--- src/rtl/ckong_input_cond.sv ---
// ckong_input_cond: synchronises, debounces and SOCD-cleans joystick bits, and shapes coin
// presses into frame-timed pulses with a gap, queueing up to three pending coins.
module ckong_input_cond #(
    parameter int DEB_CYC      = 12000,
    parameter int COIN_FRAMES  = 3,
    parameter int COIN_GAP     = 2,
    parameter bit SOCD_NEUTRAL = 1'b1
) (
    input  logic        clock_12mhz,
    input  logic        reset,
    input  logic [15:0] joy_raw,
    input  logic        vblank,
    output logic [6:0]  joy_pcfrldu,
    output logic [6:0]  joy_pcfrldu2,
    output logic        coin_busy
);
    localparam int CW = $clog2(DEB_CYC + 1);
    typedef enum logic [1:0] {IDLE, PULSE, GAP} state_t;
    state_t state, state_next;
    logic [7:0] sync1, sync2, deb, fc, fc_next, fc_inc;
    logic [CW-1:0] cnt [8];
    logic [1:0] q, q_next;
    logic [4:0] dirs;
    logic vblank_d, coin_d, tick, coin_edge, ud_clr, lr_clr, unused_hi;
    assign unused_hi = ^joy_raw[15:8];
    assign tick      = vblank & ~vblank_d;
    assign coin_edge = deb[7] & ~coin_d;
    assign ud_clr    = SOCD_NEUTRAL && deb[3] && deb[2];
    assign lr_clr    = SOCD_NEUTRAL && deb[1] && deb[0];
    assign dirs      = {deb[4], deb[0] & ~lr_clr, deb[1] & ~lr_clr, deb[2] & ~ud_clr, deb[3] & ~ud_clr};
    assign fc_inc    = fc + 8'd1;
    assign coin_busy = state != IDLE || q != 2'd0;
    always_ff @(posedge clock_12mhz)
        for (int i = 0; i < 8; i++)
            if (reset) begin
                cnt[i] <= '0;
                deb[i] <= 1'b0;
            end else if (sync2[i] == deb[i]) begin
                cnt[i] <= '0;
            end else if (cnt[i] == CW'(DEB_CYC - 1)) begin
                cnt[i] <= '0;
                deb[i] <= sync2[i];
            end else begin
                cnt[i] <= cnt[i] + 1'b1;
            end
    // A coin edge coinciding with a dequeue leaves the queue depth unchanged.
    always_comb begin
        state_next = state;
        fc_next    = fc;
        q_next     = (coin_edge && q != 2'd3) ? q + 2'd1 : q;
        case (state)
            IDLE: if (q != 2'd0) begin
                state_next = PULSE;
                fc_next    = 8'd0;
                q_next     = coin_edge ? q : q - 2'd1;
            end
            PULSE: if (tick) begin
                state_next = (fc_inc == 8'(COIN_FRAMES)) ? GAP : PULSE;
                fc_next    = (fc_inc == 8'(COIN_FRAMES)) ? 8'd0 : fc_inc;
            end
            default: if (tick) begin
                state_next = (fc_inc == 8'(COIN_GAP)) ? IDLE : GAP;
                fc_next    = fc_inc;
            end
        endcase
    end
    always_ff @(posedge clock_12mhz)
        if (reset) begin
            sync1        <= '0;
            sync2        <= '0;
            vblank_d     <= 1'b0;
            coin_d       <= 1'b0;
            state        <= IDLE;
            fc           <= '0;
            q            <= '0;
            joy_pcfrldu  <= '0;
            joy_pcfrldu2 <= '0;
        end else begin
            sync1        <= joy_raw[7:0];
            sync2        <= sync1;
            vblank_d     <= vblank;
            coin_d       <= deb[7];
            state        <= state_next;
            fc           <= fc_next;
            q            <= q_next;
            joy_pcfrldu  <= {state == PULSE, deb[5], dirs};
            joy_pcfrldu2 <= {state == PULSE, deb[6], dirs};
        end
endmodule
--- config.mk ---
export PLATFORM = sky130hd
export DESIGN_NAME = ckong_input_cond
export DESIGN_NICKNAME = d
export VERILOG_FILES = /design/src/rtl/ckong_input_cond.sv
export SDC_FILE = /design/constraint.sdc
export NUM_CORES = 1
export LEC_CHECK = 0
export BUFFER_PORTS_ARGS = -buffer_cell sky130_fd_sc_hd__buf_4
export CORE_ASPECT_RATIO = 1.1
export CORE_MARGIN = 2
export CORE_UTILIZATION = 38
export DETAILED_ROUTE_END_ITERATION = 7
export PLACE_DENSITY = 0.68
export SETUP_SLACK_MARGIN = 0.02
export SYNTH_ARGS = -nofsm -noshare
export SYNTH_HDL_FRONTEND = slang
export SYNTH_SLANG_ARGS = --single-unit
--- constraint.sdc ---
create_clock -name clock_12mhz -period 1.9 [get_ports clock_12mhz]
set_input_delay 0.38 -clock clock_12mhz [delete_from_list [all_inputs] [get_ports clock_12mhz]]
set_output_delay 0.38 -clock clock_12mhz [all_outputs]
set_load 0.01 [all_outputs]
After elaboration in Yosys (flattened, before gate mapping)
Memory sizes are Yosys's and may differ from the RTL's. Cells that the tools add are included.

Bits in latches: 0. Register bits after elaboration: 52. Output and inout port bits: 15. Memories: 1. Memory bits (writable): 112. ROM bits: 0. Input port bits: 19. Word-level logic and storage cells: 240.

Shifts and indexed selects: 0. Reductions and logical operators: 17. Bitwise operators: 42. Multipliers: 0. Multiplexer cells: 129. Div/mod/pow operators: 0. Equal/unequal tests: 23. Add/subtract/negate cells: 11. Order comparisons: 0.

Memory list: cnt (depth 8, width 14, rd ports 8, clocked after memory_dff 0, write ports 8, RTL line 21) `logic [CW-1:0] cnt [8];`.

Operators by type and width (number): 2-to-1 mux 14 bit (24); adder 14 x 1 -> 14 bit, second input constant (8); == test 14 bit, second input constant (8); 2-to-1 mux 1 bit (90); 2-to-1 mux 8 bit (4); OR 1 bit (24); 2-to-1 mux 2 bit (9); == test 8 x 2 -> 1 bit, second input constant (2); case mux 8 bit (2 select lines) (1); AND reduction 2 bit (8); NOT 1 bit (12); adder 8 x 1 -> 8 bit, second input constant (1); == test 1 bit (8); AND 1 bit (6); != test 2 bit, second input constant (3); nonzero test 2 bit (3); case mux 2 bit (2 select lines) (1); logical AND 1 bit (3); != test 3 bit, second input constant (1); AND reduction 3 bit (1); adder 2 x 1 -> 2 bit, second input constant (1); == test 2 x 1 -> 1 bit, second input constant (1); logical NOT 2 bit (1); subtractor 2 x 1 -> 2 bit, second input constant (1); logical OR 1 bit (1).

Logic depth before layout (Yosys ltp)
Depth in word-level cells: 7. Gate-level depth with buffers: 8. Gate-level depth less buffers: 7.

Least setup slack after synthesis
OpenSTA, ideal clock, no wires.

Kind: register -> register. From: mem cnt[0][14] in the netlist's numbering. To: mem cnt[0][23] in the netlist's numbering (data pin). Path buffers: 2. Data required time: 1762 ps. Stages on the path, launching flop included: 9. Slack: -129 ps. Period minus slack after synthesis: 2029 ps. Data arrival time: 1891 ps. Library setup time: 138 ps. Cells stage by stage: edfxtp_1 -> ha_1 -> and4_1 -> and3_4 -> and3_1 -> or3_1 -> clkbuf_1 -> buf_2 -> nor2_1.

RTL lines (RTL line): start, declared (21).

Final worst setup path
From: reg fc[0]. To: reg state[1].

Cells in the longest elaborated chain, start to end: 5. Elaborated cells between the ends (all ways): 8. Classes of those cells: add/sub: 1; eq/ne: 2; mux: 5.

Ends and longest elaborated chain: start, declared (RTL line 20) `logic [7:0] sync1, sync2, deb, fc, fc_next, fc_inc;`; start signal, assigned (RTL line 84) `fc <= fc_next;`; adder 8 x 1 -> 8 bit (*) (RTL line 31) `assign fc_inc = fc + 8'd1;`; == test 8 x 2 -> 1 bit, on equally long branches (RTL line 62, 58); 2-to-1 mux 2 bit, on equally long branches (RTL line 62, 58); 2-to-1 mux 2 bit, on equally long branches (RTL line 61, 57); case mux 2 bit (2 select lines) (*) (RTL line 51) `case (state)`; end signal, assigned (RTL line 83) `state <= state_next;`; end, declared (RTL line 19) `state_t state, state_next;`.

Every way passes the cells marked *; elsewhere a longest branch is shown, timed or not. The select of a mux whose other input is x is not followed. A chain may end at the register's enable or synchronous reset.

==> metrics.md <==
| Metric | Value |
|---|---|
| DRT iter0 DRCs | `273` |
| Worst-Skew Late Latency | `420 ps` |
| Vias per inst | `4.512` |
| Startpoint Class | `flip-flop` |
| Final Util | `0.4785` |
| Final critical-path required period | `between 1500 and 2000 ps` |
| Flop2flop setup slack | `~70 ps` |
| Register bit total from synthesis | `about 160` |
| Met3 routed WL | `around 360 microns` |
| Sink Count | `between 150 and 200` |
| HP Start | `joy_raw[4]` |
| Top Ports | `34` |
| Post-synth EDFFs | `about 110` |
| Worst reg2reg endpoint | `state[1]` |
| Worst vdd ir | `0.6111 mV` |
| Worst path slowest cell | `or4b_1` |
| Final nets | `between 900 and 1000` |
| CP Max Fanout | `4` |
| Warnings from Yosys | `0` |
| RSZ-0062 raised after global routing | `yes` |
| Share of layout cells above drive strength 1 | `0.1472` |
| Setup violators final | `0` |
| CP endpoint kind | `flip-flop` |
| Worst path cell trace | `ha_4, and3_1, nor3_1, a31oi_1, or4b_1, a32o_1` |
| Max Cap Viol | `0` |
| Die Height | `~150 microns` |
| Minimum hold slack | `162.8 ps` |
| Worst-margin pin slew | `between 600 and 700 ps` |
| CTS buffer count | `17` |
| PD cells | `837.1 nW/um^2` |
| Die Width | `between 100 and 150 microns` |
| Avg Cell Area, Syn | `10.50 sq um` |
| Met1 wire length | `6186 microns` |
| Most frequent cells in the layout | `nor2_1 (147), edfxtp_1 (112), conb_1 (112)` |
| Final Instance Area | `between 9000 and 10000 sq um` |
| Worst reg2reg path depth | `6` |
| Post-synthesis sequential area ratio | `0.5580` |
| Site Rows | `54` |
| GRT Resource Usage Total | `0.1276` |
| WP data arrival | `2150 ps` |
| Met2 WL post-DR | `approximately 5900 microns` |
| Worst Slack Setup Final | `~70 ps` |
| CTS tree | `built` |
| Synth Flop Type | `edfxtp_1` |
| Antenna violations before repair | `0` |
| Final Cycle Share | `0.9634` |
| Global route total overflow | `0` |
| Clk buf depth | `2` |
| Ant diodes | `0` |
| Buffers plus inverters on the worst setup path | `0` |
| Cells after synthesis | `around 730` |
| FMAX | `about 0.55 GHz` |
| Final Slew Violations | `0` |
| Pin count of the biggest net entering global routing | `27` |
| Most common cell after layout, fill and taps aside | `nor2_1` |
| Hold-fix buffers, CTS | `0` |
| Root Driver | `clkbuf_16` |
| Area after DPL | `roughly 9000 sq um` |
| Critical R2R Launch | `fc[0]` |
| Pre-CTS WS | `-24.86 ps` |
| Outcome | `completed` |
| Buffers added on ports | `25` |
| First-pass GRT wire length | `~23000 microns` |
| Routed Antenna Nets | `0` |
| Max Used Layer | `met4` |
| Residual DRC count | `0` |
| Via count | `between 5000 and 6000` |
| Reg clk slew, reported paths | `60 ps` |
| Fill count | `1818` |
| Worst-case clock skew | `between 5 and 6 ps` |
| Crit path largest cell delay | `490 ps` |
| Area Growth Syn to Fin | `23.39%` |
| Final RePlAce weighted congestion | `about 0.77` |
| Ys async rst share | `0` |
| Detailed Route WL | `between 10000 and 15000 microns` |
| Finished Layout Cells | `about 1200` |
| Routed length per placed instance | `10.81 microns` |
| Pleak | `3.613 nW` |
| Post-synthesis cell area | `~7700 sq um` |
| DP HPWL | `between 8000 and 9000 microns` |
| H-tree levels | `4` |
| Final hold violation count | `0` |
| Cells on Worst Hold Path | `2` |
| Worst slew margin | `0.5937` |
| Vias in the first global route | `between 5000 and 6000` |
| CP Data Required Time | `between 2000 and 2500 ps` |
| CP top delay family | `simple AND/OR/NAND/NOR gates` |
| Cell variety after synth | `43` |
| Worst min path class | `primary input to flip-flop` |
| Starting Density | `0.3878` |
| Core Area | `around 20000 sq um` |
| Drt pass-1 iters | `4` |
| Placed cell count | `1135` |
| Hold Path End | `sync1[4]` |
| Worst setup path class | `flip-flop to flip-flop` |
| Die ar. | `between 20000 and 25000 sq um` |
==> how the worst max path moves through the flow <==
| stage | startpoint | endpoint | slack, ps | cells after the start |
|---|---|---|---|---|
| 2_1_floorplan | cnt[0][14] | cnt[0][23] | 20 | 8 |
| 3_3_place_gp | fc[0] | state[1] | 20 | 6 |
| 3_5_place_dp | cnt[1][36] | cnt[1][36] | -20 | 5 |
| 4_1_cts | fc[0] | state[1] | 10 | 6 |
| 5_1_grt | fc[1] | state[1] | -10 | 6 |
| 6_report | fc[0] | state[1] | 70 | 6 |
==> state kept, by name, summed over array words and instances (netlist names), 2 cells and up, named ones only <==
register / flops
cnt: 112
deb: 8
fc: 8
sync1: 8
sync2: 8
joy_pcfrldu: 7
state: 2
==> power breakdown <==
part,switching [mW],internal (mW),leakage (nW)
Combinational,0.379,0.332,1.79
Clock,1.39,1.86,0.290
Sequential,0.126,3.84,1.53
Total,1.90,6.03,3.61
==> logic make-up (layout without fill, tap and decap cells) <==
family	count (synthesis)	after routing	share of synthesized area
AND/OR/NAND/NOR	365	365	0.2339
flip-flops	158	158	0.5580
XOR/XNOR	106	106	0.1209
buffers and inverters	47	122	0.02819
AO/OA/AOI/OAI	30	30	0.02282
adder cells (fa/ha/maj)	13	13	0.02119
multiplexers	11	11	0.01450
other	1	112	0.0004884
==> metrics by stage <==
stage / total power, mW / TNS (ps)
6_report: 7.930 / 0
5_1_grt: 8.285 / -11.45
4_1_cts: 8.002 / 0
3_5_place_dp: 4.727 / -179.1
3_3_place_gp: 4.710 / 0
2_1_floorplan: 4.450 / 0
==> what timing repair did <==
item                                    4_1_cts  5_1_grt
setup buffers                                 0        2
endpoints found under the setup margin       19       42
pin swaps                                     0        4
gates resized for setup                       4       20
==> cell usage after synthesis (2+ instances only) <==
| library cell | n | area share |
|---|---|---|
| buf_4 | 7 | 0.0068 |
| clkbuf_1 | 14 | 0.0068 |
| xnor2_1 | 59 | 0.067 |
| a31oi_1 | 3 | 0.0024 |
| nand4_1 | 23 | 0.019 |
| nor4b_1 | 6 | 0.0068 |
| nand2b_1 | 2 | 0.0016 |
| nor3b_1 | 6 | 0.0059 |
| o22ai_1 | 3 | 0.0024 |
| nand2_1 | 37 | 0.018 |
| nor2_1 | 152 | 0.074 |
| or3_1 | 9 | 0.0073 |
| nand3_1 | 39 | 0.025 |
| edfxtp_1 | 112 | 0.44 |
| nor3_1 | 17 | 0.011 |
| a21oi_1 | 12 | 0.0078 |
| a211oi_1 | 2 | 0.0020 |
| mux2i_1 | 10 | 0.013 |
| nor2_2 | 2 | 0.0016 |
| and3_1 | 31 | 0.025 |
| o21ai_0 | 7 | 0.0046 |
| inv_1 | 20 | 0.0098 |
| and4_1 | 4 | 0.0046 |
| or2_2 | 6 | 0.0049 |
| ha_1 | 13 | 0.021 |
| xor2_1 | 47 | 0.054 |
| nor2b_1 | 22 | 0.018 |
| dfxtp_1 | 46 | 0.12 |
| and2_1 | 2 | 0.0016 |
| buf_2 | 5 | 0.0033 |
==> worst reg2reg max path, cell delays in order (launching register included) <==
cell and delay (ps):
dfxtp_2 340, ha_4 170, and3_1 220, nor3_1 180, a31oi_1 70, or4b_1 490
a32o_1 260
==> layout make-up <==
| type | count | area, sq um | share of cell area |
|---|---|---|---|
| clock inverters | 11 | 77.57 | 0.008189 |
| well taps | 252 | 315.3 | 0.03328 |
| multi-input cells | 637 | 3677 | 0.3882 |
| clock buffers | 21 | 491.7 | 0.05191 |
| inverters | 20 | 75.07 | 0.007925 |
| flip-flops and latches | 158 | 4287 | 0.4525 |
| repair buffers | 70 | 549.3 | 0.05798 |
==> per-layer routing <==
| metal | vias to the layer above | track usage |
|---|---|---|
| li1 | 2768 | - |
| met1 | 2437 | 0.1656 |
| met2 | 52 | 0.2077 |
| met3 | 18 | 0.03415 |
| met4 | 0 | 0.04281 |
| met5 | - | 0 |
Note: power is estimated with default switching activity, not from simulation.
